[src/rtl/ckce_pkg.sv]
// ckce_pkg: shared parameter defaults, legal ranges and edge type for the clock-enable generator
package ckce_pkg;
  localparam int SYNC_STAGES_DEF = 2;
  localparam int SYNC_STAGES_MIN = 2;
  localparam int SYNC_STAGES_MAX = 4;
  localparam int FILT_LEN_DEF    = 2;
  localparam int FILT_LEN_MIN    = 1;
  localparam int FILT_LEN_MAX    = 15;
  localparam int TIMEOUT_DEF     = 1023;
  localparam int TIMEOUT_MIN     = 1;
  localparam int TIMEOUT_MAX     = 65535;
  localparam int PERIOD_W_DEF    = 16;
  typedef enum logic [1:0] {
    EDGE_NONE,
    EDGE_RISE,
    EDGE_FALL
  } edge_e;
  function automatic bit in_range(input int v, input int lo, input int hi);
    return (v >= lo) && (v <= hi);
  endfunction
endpackage

[src/rtl/glitch_filter.sv]
// glitch_filter: accepts a new level only after it has differed from q on FILT_LEN consecutive edges
module glitch_filter
  import ckce_pkg::*;
#(
  parameter int FILT_LEN = FILT_LEN_DEF
) (
  input  logic sysclk,
  input  logic reset,
  input  logic d,
  output logic q
);
  logic [3:0] cnt;
  // run counter restarts whenever d agrees with q, so only an unbroken run is accepted
  always_ff @(posedge sysclk) begin
    if (reset) begin
      q   <= 1'b0;
      cnt <= '0;
    end else if (d == q) begin
      cnt <= '0;
    end else if (cnt == 4'(FILT_LEN - 1)) begin
      q   <= d;
      cnt <= '0;
    end else begin
      cnt <= cnt + 4'd1;
    end
  end
endmodule

[src/rtl/ckce_gen.sv]
// ckce_gen: turns a raw asynchronous board clock into filtered edge enables, period and loss status
module ckce_gen
  import ckce_pkg::*;
#(
  parameter int SYNC_STAGES = SYNC_STAGES_DEF,
  parameter int FILT_LEN    = FILT_LEN_DEF,
  parameter int TIMEOUT     = TIMEOUT_DEF,
  parameter int PERIOD_W    = PERIOD_W_DEF
) (
  input  logic                sysclk,
  input  logic                reset,
  input  logic                clk_in,
  output logic                ck_lvl,
  output logic                ck_ce_rise,
  output logic                ck_ce_fall,
  output logic [PERIOD_W-1:0] period,
  output logic                period_vld,
  output logic                clk_lost
);
  localparam int TW = $clog2(TIMEOUT + 1);
  localparam logic [PERIOD_W-1:0] PMAX = {PERIOD_W{1'b1}};
  localparam logic [TW-1:0] TMAX = TW'(TIMEOUT);
  if (!in_range(SYNC_STAGES, SYNC_STAGES_MIN, SYNC_STAGES_MAX) ||
      !in_range(FILT_LEN, FILT_LEN_MIN, FILT_LEN_MAX) ||
      !in_range(TIMEOUT, TIMEOUT_MIN, TIMEOUT_MAX)) begin : g_bad_param
    $error("ckce_gen: parameter out of legal range");
  end
  logic [SYNC_STAGES-1:0] sync;
  logic                   lvl_d;
  logic                   seen_rise;
  logic [PERIOD_W-1:0]    pcnt;
  logic [PERIOD_W-1:0]    pcnt_inc;
  logic [TW-1:0]          tcnt;
  edge_e                  edge_kind;
  logic                   rise_n;
  logic                   fall_n;
  // plain flop chain: clk_in is metastability-hardened before anything else sees it
  always_ff @(posedge sysclk) begin
    sync <= reset ? '0 : {sync[SYNC_STAGES-2:0], clk_in};
  end
  glitch_filter #(.FILT_LEN(FILT_LEN)) u_filt (
    .sysclk(sysclk),
    .reset (reset),
    .d     (sync[SYNC_STAGES-1]),
    .q     (ck_lvl)
  );
  // edge classification of the filtered level and saturating period increment
  always_comb begin
    edge_kind = (ck_lvl && !lvl_d) ? EDGE_RISE : (!ck_lvl && lvl_d) ? EDGE_FALL : EDGE_NONE;
    rise_n    = edge_kind == EDGE_RISE;
    fall_n    = edge_kind == EDGE_FALL;
    pcnt_inc  = (pcnt == PMAX) ? PMAX : pcnt + PERIOD_W'(1);
  end
  // registered enables; period restarts after each rise, loss timer clears with each enable
  always_ff @(posedge sysclk) begin
    if (reset) begin
      lvl_d      <= 1'b0;
      ck_ce_rise <= 1'b0;
      ck_ce_fall <= 1'b0;
      pcnt       <= '0;
      period     <= '0;
      period_vld <= 1'b0;
      seen_rise  <= 1'b0;
      tcnt       <= '0;
      clk_lost   <= 1'b0;
    end else begin
      lvl_d      <= ck_lvl;
      ck_ce_rise <= rise_n;
      ck_ce_fall <= fall_n;
      pcnt       <= ck_ce_rise ? PERIOD_W'(1) : pcnt_inc;
      period     <= rise_n ? pcnt_inc : period;
      period_vld <= rise_n && seen_rise;
      seen_rise  <= seen_rise || rise_n;
      tcnt       <= (rise_n || fall_n) ? '0 : (tcnt == TMAX) ? tcnt : tcnt + TW'(1);
      clk_lost   <= tcnt == TMAX;
    end
  end
endmodule

[config.mk]
export PLATFORM = sky130hd
export DESIGN_NAME = ckce_gen
export DESIGN_NICKNAME = d
export VERILOG_FILES = /design/src/rtl/ckce_pkg.sv /design/src/rtl/glitch_filter.sv /design/src/rtl/ckce_gen.sv
export SDC_FILE = /design/constraint.sdc
export NUM_CORES = 1
export LEC_CHECK = 0
export BUFFER_PORTS_ARGS = -buffer_cell sky130_fd_sc_hd__buf_4
export CORE_MARGIN = 5
export CORE_UTILIZATION = 45
export DETAILED_ROUTE_END_ITERATION = 10
export GPL_TIMING_DRIVEN = 1
export PLACE_DENSITY = 0.63
export SYNTH_ARGS = -nofsm -noshare
export SYNTH_HDL_FRONTEND = slang
export SYNTH_SLANG_ARGS = --single-unit
[constraint.sdc]
create_clock -name sysclk -period 1.6 [get_ports sysclk]
set_input_delay 0.16 -clock sysclk [delete_from_list [all_inputs] [get_ports sysclk]]
set_output_delay 0.16 -clock sysclk [all_outputs]
set_load 0.03 [all_outputs]
**Word level (Yosys, flattened, before mapping)**

Index checks and enable logic that the tools add are counted.

- Flip-flop bits (word level): 55
- Input port bits: 3
- Output and inout port bits: 21
- Word-level logic and storage cells: 38

- Add/sub/neg operators: 3
- Equal/unequal tests: 6
- Muxes and demuxes: 4
- Bitwise operators: 1
- Reductions and logical operators: 11

Operators with widths:

| cell | count |
|---|---|
| $add 16x1->16 const B | 1 |
| $eq 16x16->1 const B | 1 |
| $mux 16 | 1 |
| $add 10x1->10 const B | 1 |
| $eq 10x10->1 const B | 1 |
| $add 4x1->4 const B | 1 |
| $eq 4x1->1 const B | 1 |
| $mux 2 | 2 |
| $reduce_or 2->1 | 2 |
| $logic_and 1x1->1 | 3 |
| $reduce_or 3->1 | 1 |
| $eq 2x1->1 const B | 1 |
| $eq 2x2->1 const B | 1 |
| $logic_not 1->1 | 2 |
| $logic_or 1x1->1 | 2 |
| $reduce_and 2->1 | 1 |
| $eq 1x1->1 | 1 |
| $mux 1 | 1 |
| $not 1->1 | 1 |

**Longest topological paths before layout**

- Depth after elaboration: 7
- Mapped depth: 6
- Gate-level depth less buffers: 6

**By module**

Synthesis repeated with hierarchy kept, for this count alone.

- Cells, all modules: 257
- Area, all modules: 2323.5 µm²

By module, submodules not included:

| module | instances | cells an instance | area an instance (µm²) | sequential area each (µm²) |
|---|---|---|---|---|
| ckce_gen | 1 | 237 | 2115.8 | 1001.0 |
| glitch_filter | 1 | 20 | 207.7 | 100.1 |

**Worst setup path after synthesis**

No wires, ideal clock.

- Kind: flip-flop to flip-flop
- From: reg u_filt.q
- To: reg tcnt[3]
- Setup time: 0.060 ns
- Data arrival time: 1.731 ns
- Slack: -0.190 ns
- Stages on the path, launching flop included: 7
- Path buffers: 1
- Period minus slack after synthesis: 1.790 ns
- Cells stage by stage: dfxtp_1 inv_1 ha_1 nand2b_1 clkbuf_1 or4_1 nand2_1

- Cells in the longest elaborated chain, start to end: 7
- Elaborated cells on any way between the ends: 9
- Those cells by class: eq/ne: 2; mux: 2; reduce/logical: 5

Ends and longest elaborated chain:

| item | line | source |
|---|---|---|
| from (decl) | glitch_filter.sv:10 | `output logic q` |
| from (signal assigned) | glitch_filter.sv:16 | `q <= 1'b0;` |
| from (signal assigned) | glitch_filter.sv:21 | `q <= d;` |
| $logic_not 1->1 | ckce_gen.sv:49 | `edge_kind = (ck_lvl && !lvl_d) ? EDGE_RISE : (!ck_lvl && lvl_d) ? EDGE_FALL : EDGE_NONE;` |
| $logic_and 1x1->1 | ckce_gen.sv:49 |  |
| $mux 2 | ckce_gen.sv:49 |  |
| $mux 2 (*) | ckce_gen.sv:49 |  |
| $eq 2x1->1 / $eq 2x2->1 (equally long branches) | ckce_gen.sv:50, ckce_gen.sv:51 |  |
| $logic_or 1x1->1 (*) | ckce_gen.sv:74 | `tcnt <= (rise_n \|\| fall_n) ? '0 : (tcnt == TMAX) ? tcnt : tcnt + TW'(1);` |
| $reduce_or 2->1 (no line) (*) | n/a |  |
| to (signal assigned) | ckce_gen.sv:74 |  |
| to (decl) | ckce_gen.sv:33 | `logic [TW-1:0] tcnt;` |

Every way passes the cells marked *; elsewhere a longest branch is shown, timed or not.
A chain may end at the register's enable or synchronous reset.

**Worst setup path in the final report**

- From: reg pcnt[10]
- To: reg period[13]

- Cells in the longest elaborated chain, start to end: 2
- Elaborated cells on any way between the ends: 3
- Those cells by class: add/sub: 1; eq/ne: 1; mux: 1

Ends and longest elaborated chain:

| item | line | source |
|---|---|---|
| from (decl) | ckce_gen.sv:31 | `logic [PERIOD_W-1:0] pcnt;` |
| from (signal assigned) | ckce_gen.sv:70 | `pcnt <= ck_ce_rise ? PERIOD_W'(1) : pcnt_inc;` |
| $add 16x1->16 / $eq 16x16->1 (equally long branches) | ckce_gen.sv:52 | `pcnt_inc = (pcnt == PMAX) ? PMAX : pcnt + PERIOD_W'(1);` |
| $mux 16 (*) | ckce_gen.sv:52 |  |
| to (signal assigned) | ckce_gen.sv:71 | `period <= rise_n ? pcnt_inc : period;` |
| to (decl) | ckce_gen.sv:16 | `output logic [PERIOD_W-1:0] period,` |

Marks and branches as above.

==> results.cfg <==
[drt]
drt_iter0_markers = 108
dr_total_vias = 2049
postRouteAntennaNets = 0
wl_um = 5450
via_per_inst = 5.42
drc = 0
wl_per_cell_um = 14.4
dr.pass1.iters = 4

[sta]
setup_ws_ns = 0.0353
max_slew_margin = 0.685
whs_ns = 0.0725
fin_crit_ns = 1.56
drv_slew = 0
hold_violations = 0
worst_pin_slew_ns = 0.472
period_share = 0.978
fmax_ghz = 0.639
finalSetupViolCount = 0
clock_skew_ns = 0.0135

[floorplan]
io_pins = 24
core.rowCount = 26
die_h_um = 82.6
initial_core_util = 0.464
fp.coreArea_sq_um = 5110
die_w_um = 82.6
dieArea_sq_um = 6820

[power_and_ir_drop]
swShare = 0.230
internal_power_mw = 1.74
switchingPower_mw = 0.519
leakage_nw = 1.15
ir_drop_mv = 0.535
power_frac_comb = 0.049
total_power_mw = 2.26
power_density_nw_per_um2 = 766
clockPowerShare = 0.329
sequentialPowerShare = 0.621

[global_route]
overflow = 0
antenna_found_initial = 0
grt_usage = 0.171
grt_max_degree = 29
grt_pass1_vias = 1905
grt_pass1_wl_um = 9050

[placement]
placed_cell_area_sq_um = 2770
pre_cts_slack_ns = -0.0366
gp_congestion = 0.843
numPortBuffers = 23
dp_hpwl_um = 3860

[outcome]
outcome = finished clean

[logic_synthesis]
synth_nets = 272
ys_warn_count = 0
synth_edf_count = 0
syn_avg_cell_area_sq_um = 9.02
syn-instance-count = 263
ys_ff_latch = 55
ys_types = 50
synth-async-reset-ratio = 0
synth_flop_cell = dfxtp_1
ys_seq_area_frac = 0.464
syn_area_sq_um = 2370

[clocking]
clk_latency_ns = 0.30
cts_buffers = 5
cts-root-buf = clkbuf_8
cts_sinks = 55
clk_path_buf_depth = 2
htreeDepth = 2
cts_tree = yes
clk_pin_slew_worst_paths_ns = 0.10

[critical_path]
critPathTopFamily = simple AND/OR/NAND/NOR gates
cpMaxStageDelayCell = dfxtp_1
required_ns = 1.79
path_cells = and4_2, nand2_1, nor4b_1, a2111oi_2
critPathKind = register to register
path_buf_inv = 0
critPathLaunchType = register
crit_arrival_ns = 1.75
end_kind = register
crit_fanout = 5
crit_path_max_incr_delay_ns = 0.45

[finish]
fill_cells = 490
stdcell_area_sq_um = 2950
area_growth_pct = 24.5
utilization = 0.578
final_nets = 316
antennaDiodeCount = 0
layout-drive-gt1-share = 0.266

[job]
cap_violations = 0

[worst_hold_path]
hold_path.class = primary input to register
-- synthesized netlist by cell type, drive strengths merged (4+ instances only) --
master | count | area (sq um)
clkbuf | 10 | 37.5
xnor2 | 7 | 61.3
a21oi | 12 | 60.1
nor2 | 43 | 164
nand2 | 15 | 56.3
a311oi | 7 | 61.3
and4 | 4 | 35.0
dfxtp | 55 | 1100
nor3 | 9 | 56.3
xor2 | 4 | 35.0
nand3 | 14 | 80.1
inv | 10 | 37.5
ha | 6 | 75.1
o21ai | 7 | 35.0
nand4 | 7 | 77.6
nor2b | 4 | 25.0
a211oi | 6 | 45.0
nor4 | 4 | 37.5
a31oi | 4 | 25.0
-- flip-flops by register name, summed over array words and instances (netlist names), 2 cells and up --
register and count:
u_filt.cnt 4, pcnt 16, tcnt 10, sync 2, period 16
-- cells by family after synthesis --
| group | after synthesis | synth area share |
|---|---|---|
| adder cells (fa/ha/maj) | 6 | 0.0316 |
| AND/OR/NAND/NOR | 116 | 0.271 |
| XOR/XNOR | 11 | 0.0406 |
| AO/OA/AOI/OAI | 52 | 0.150 |
| multiplexers | 2 | 0.00844 |
| buffers and inverters | 21 | 0.0338 |
| flip-flops | 55 | 0.464 |
-- metal layers --
layer,global-route usage,share of wire
met4,0.0572,0.017
met3,0.0325,0.057
met5,0,0
met1,0.237,0.49
met2,0.268,0.44
-- worst paths after layout --
| kind | end | from | depth (start not counted) | slack [ns] |
|---|---|---|---|---|
| setup reg to reg | period[13] | pcnt[10] | 4 | 0.04 |
| hold reg to reg | sync[1] | sync[0] | 1 | 0.44 |
| hold / removal | sync[0] | clk_in | 2 | 0.07 |
| setup / recovery | period[13] | pcnt[10] | 4 | 0.04 |
-- worst reg2reg max path, delay by kind of cell (launching register included) --
family / cells / cell delay (ns)
AND/OR/NAND/NOR: 3 / 0.89
AO/OA/AOI/OAI: 1 / 0.10
flip-flops: 1 / 0.45
-- power by group through the flow --
stage               Clock [mW]  Combinational [mW]  Sequential, mW
CTS                      0.766               0.112            1.40
global route             0.833               0.126            1.41
global placement             0               0.110            1.44
floorplan                    0              0.0611            1.44
finish                   0.745               0.111            1.41
detailed placement           0               0.111            1.44
-- placed cells by master, fill, tap and decap left out, types with 3 or more instances in the layout --
cell,Yosys,routed
nor3_1,8,8
nand4_4,1,4
nor2b_1,4,4
ha_1,6,5
a31oi_1,4,4
a211oi_1,6,6
dfxtp_2,0,5
o31ai_1,3,3
o21ai_0,6,5
clkbuf_8,0,5
xor2_1,4,4
a21oi_1,12,12
xnor2_1,7,7
buf_4,0,48
a311oi_1,7,7
nand2_1,15,15
nor2_1,42,40
nand4_1,3,3
dfxtp_1,55,48
nand3_1,12,12
and3_1,3,3
inv_1,10,10
-- metrics by stage --
step | TNS (ns) | instances
after floorplan | 0 | 263
after global placement | -0.0194 | 369
after detailed placement | -0.129 | 369
after CTS | -0.145 | 377
after global routing | -0.0561 | 378
final | 0 | 378
-- timing repair --
action                     in CTS  in global routing
setup endpoints to repair       7                 22
pin swaps                       1                  4
resized for setup               1                 22
hold buffers                    0                  0
buffers inserted                0                  1
-- final cells by class --
class | instances | area [sq um] | area share
Clock buffer | 6 | 72.6 | 0.0246
Clock inverter | 2 | 13.8 | 0.00466
Inverter | 10 | 37.5 | 0.0127
Multi-Input combinational cell | 187 | 1270 | 0.429
Sequential cell | 55 | 1110 | 0.378
Tap cell | 70 | 87.6 | 0.0297
Timing Repair Buffer | 48 | 360 | 0.122
(Power assumes the default switching activity.)
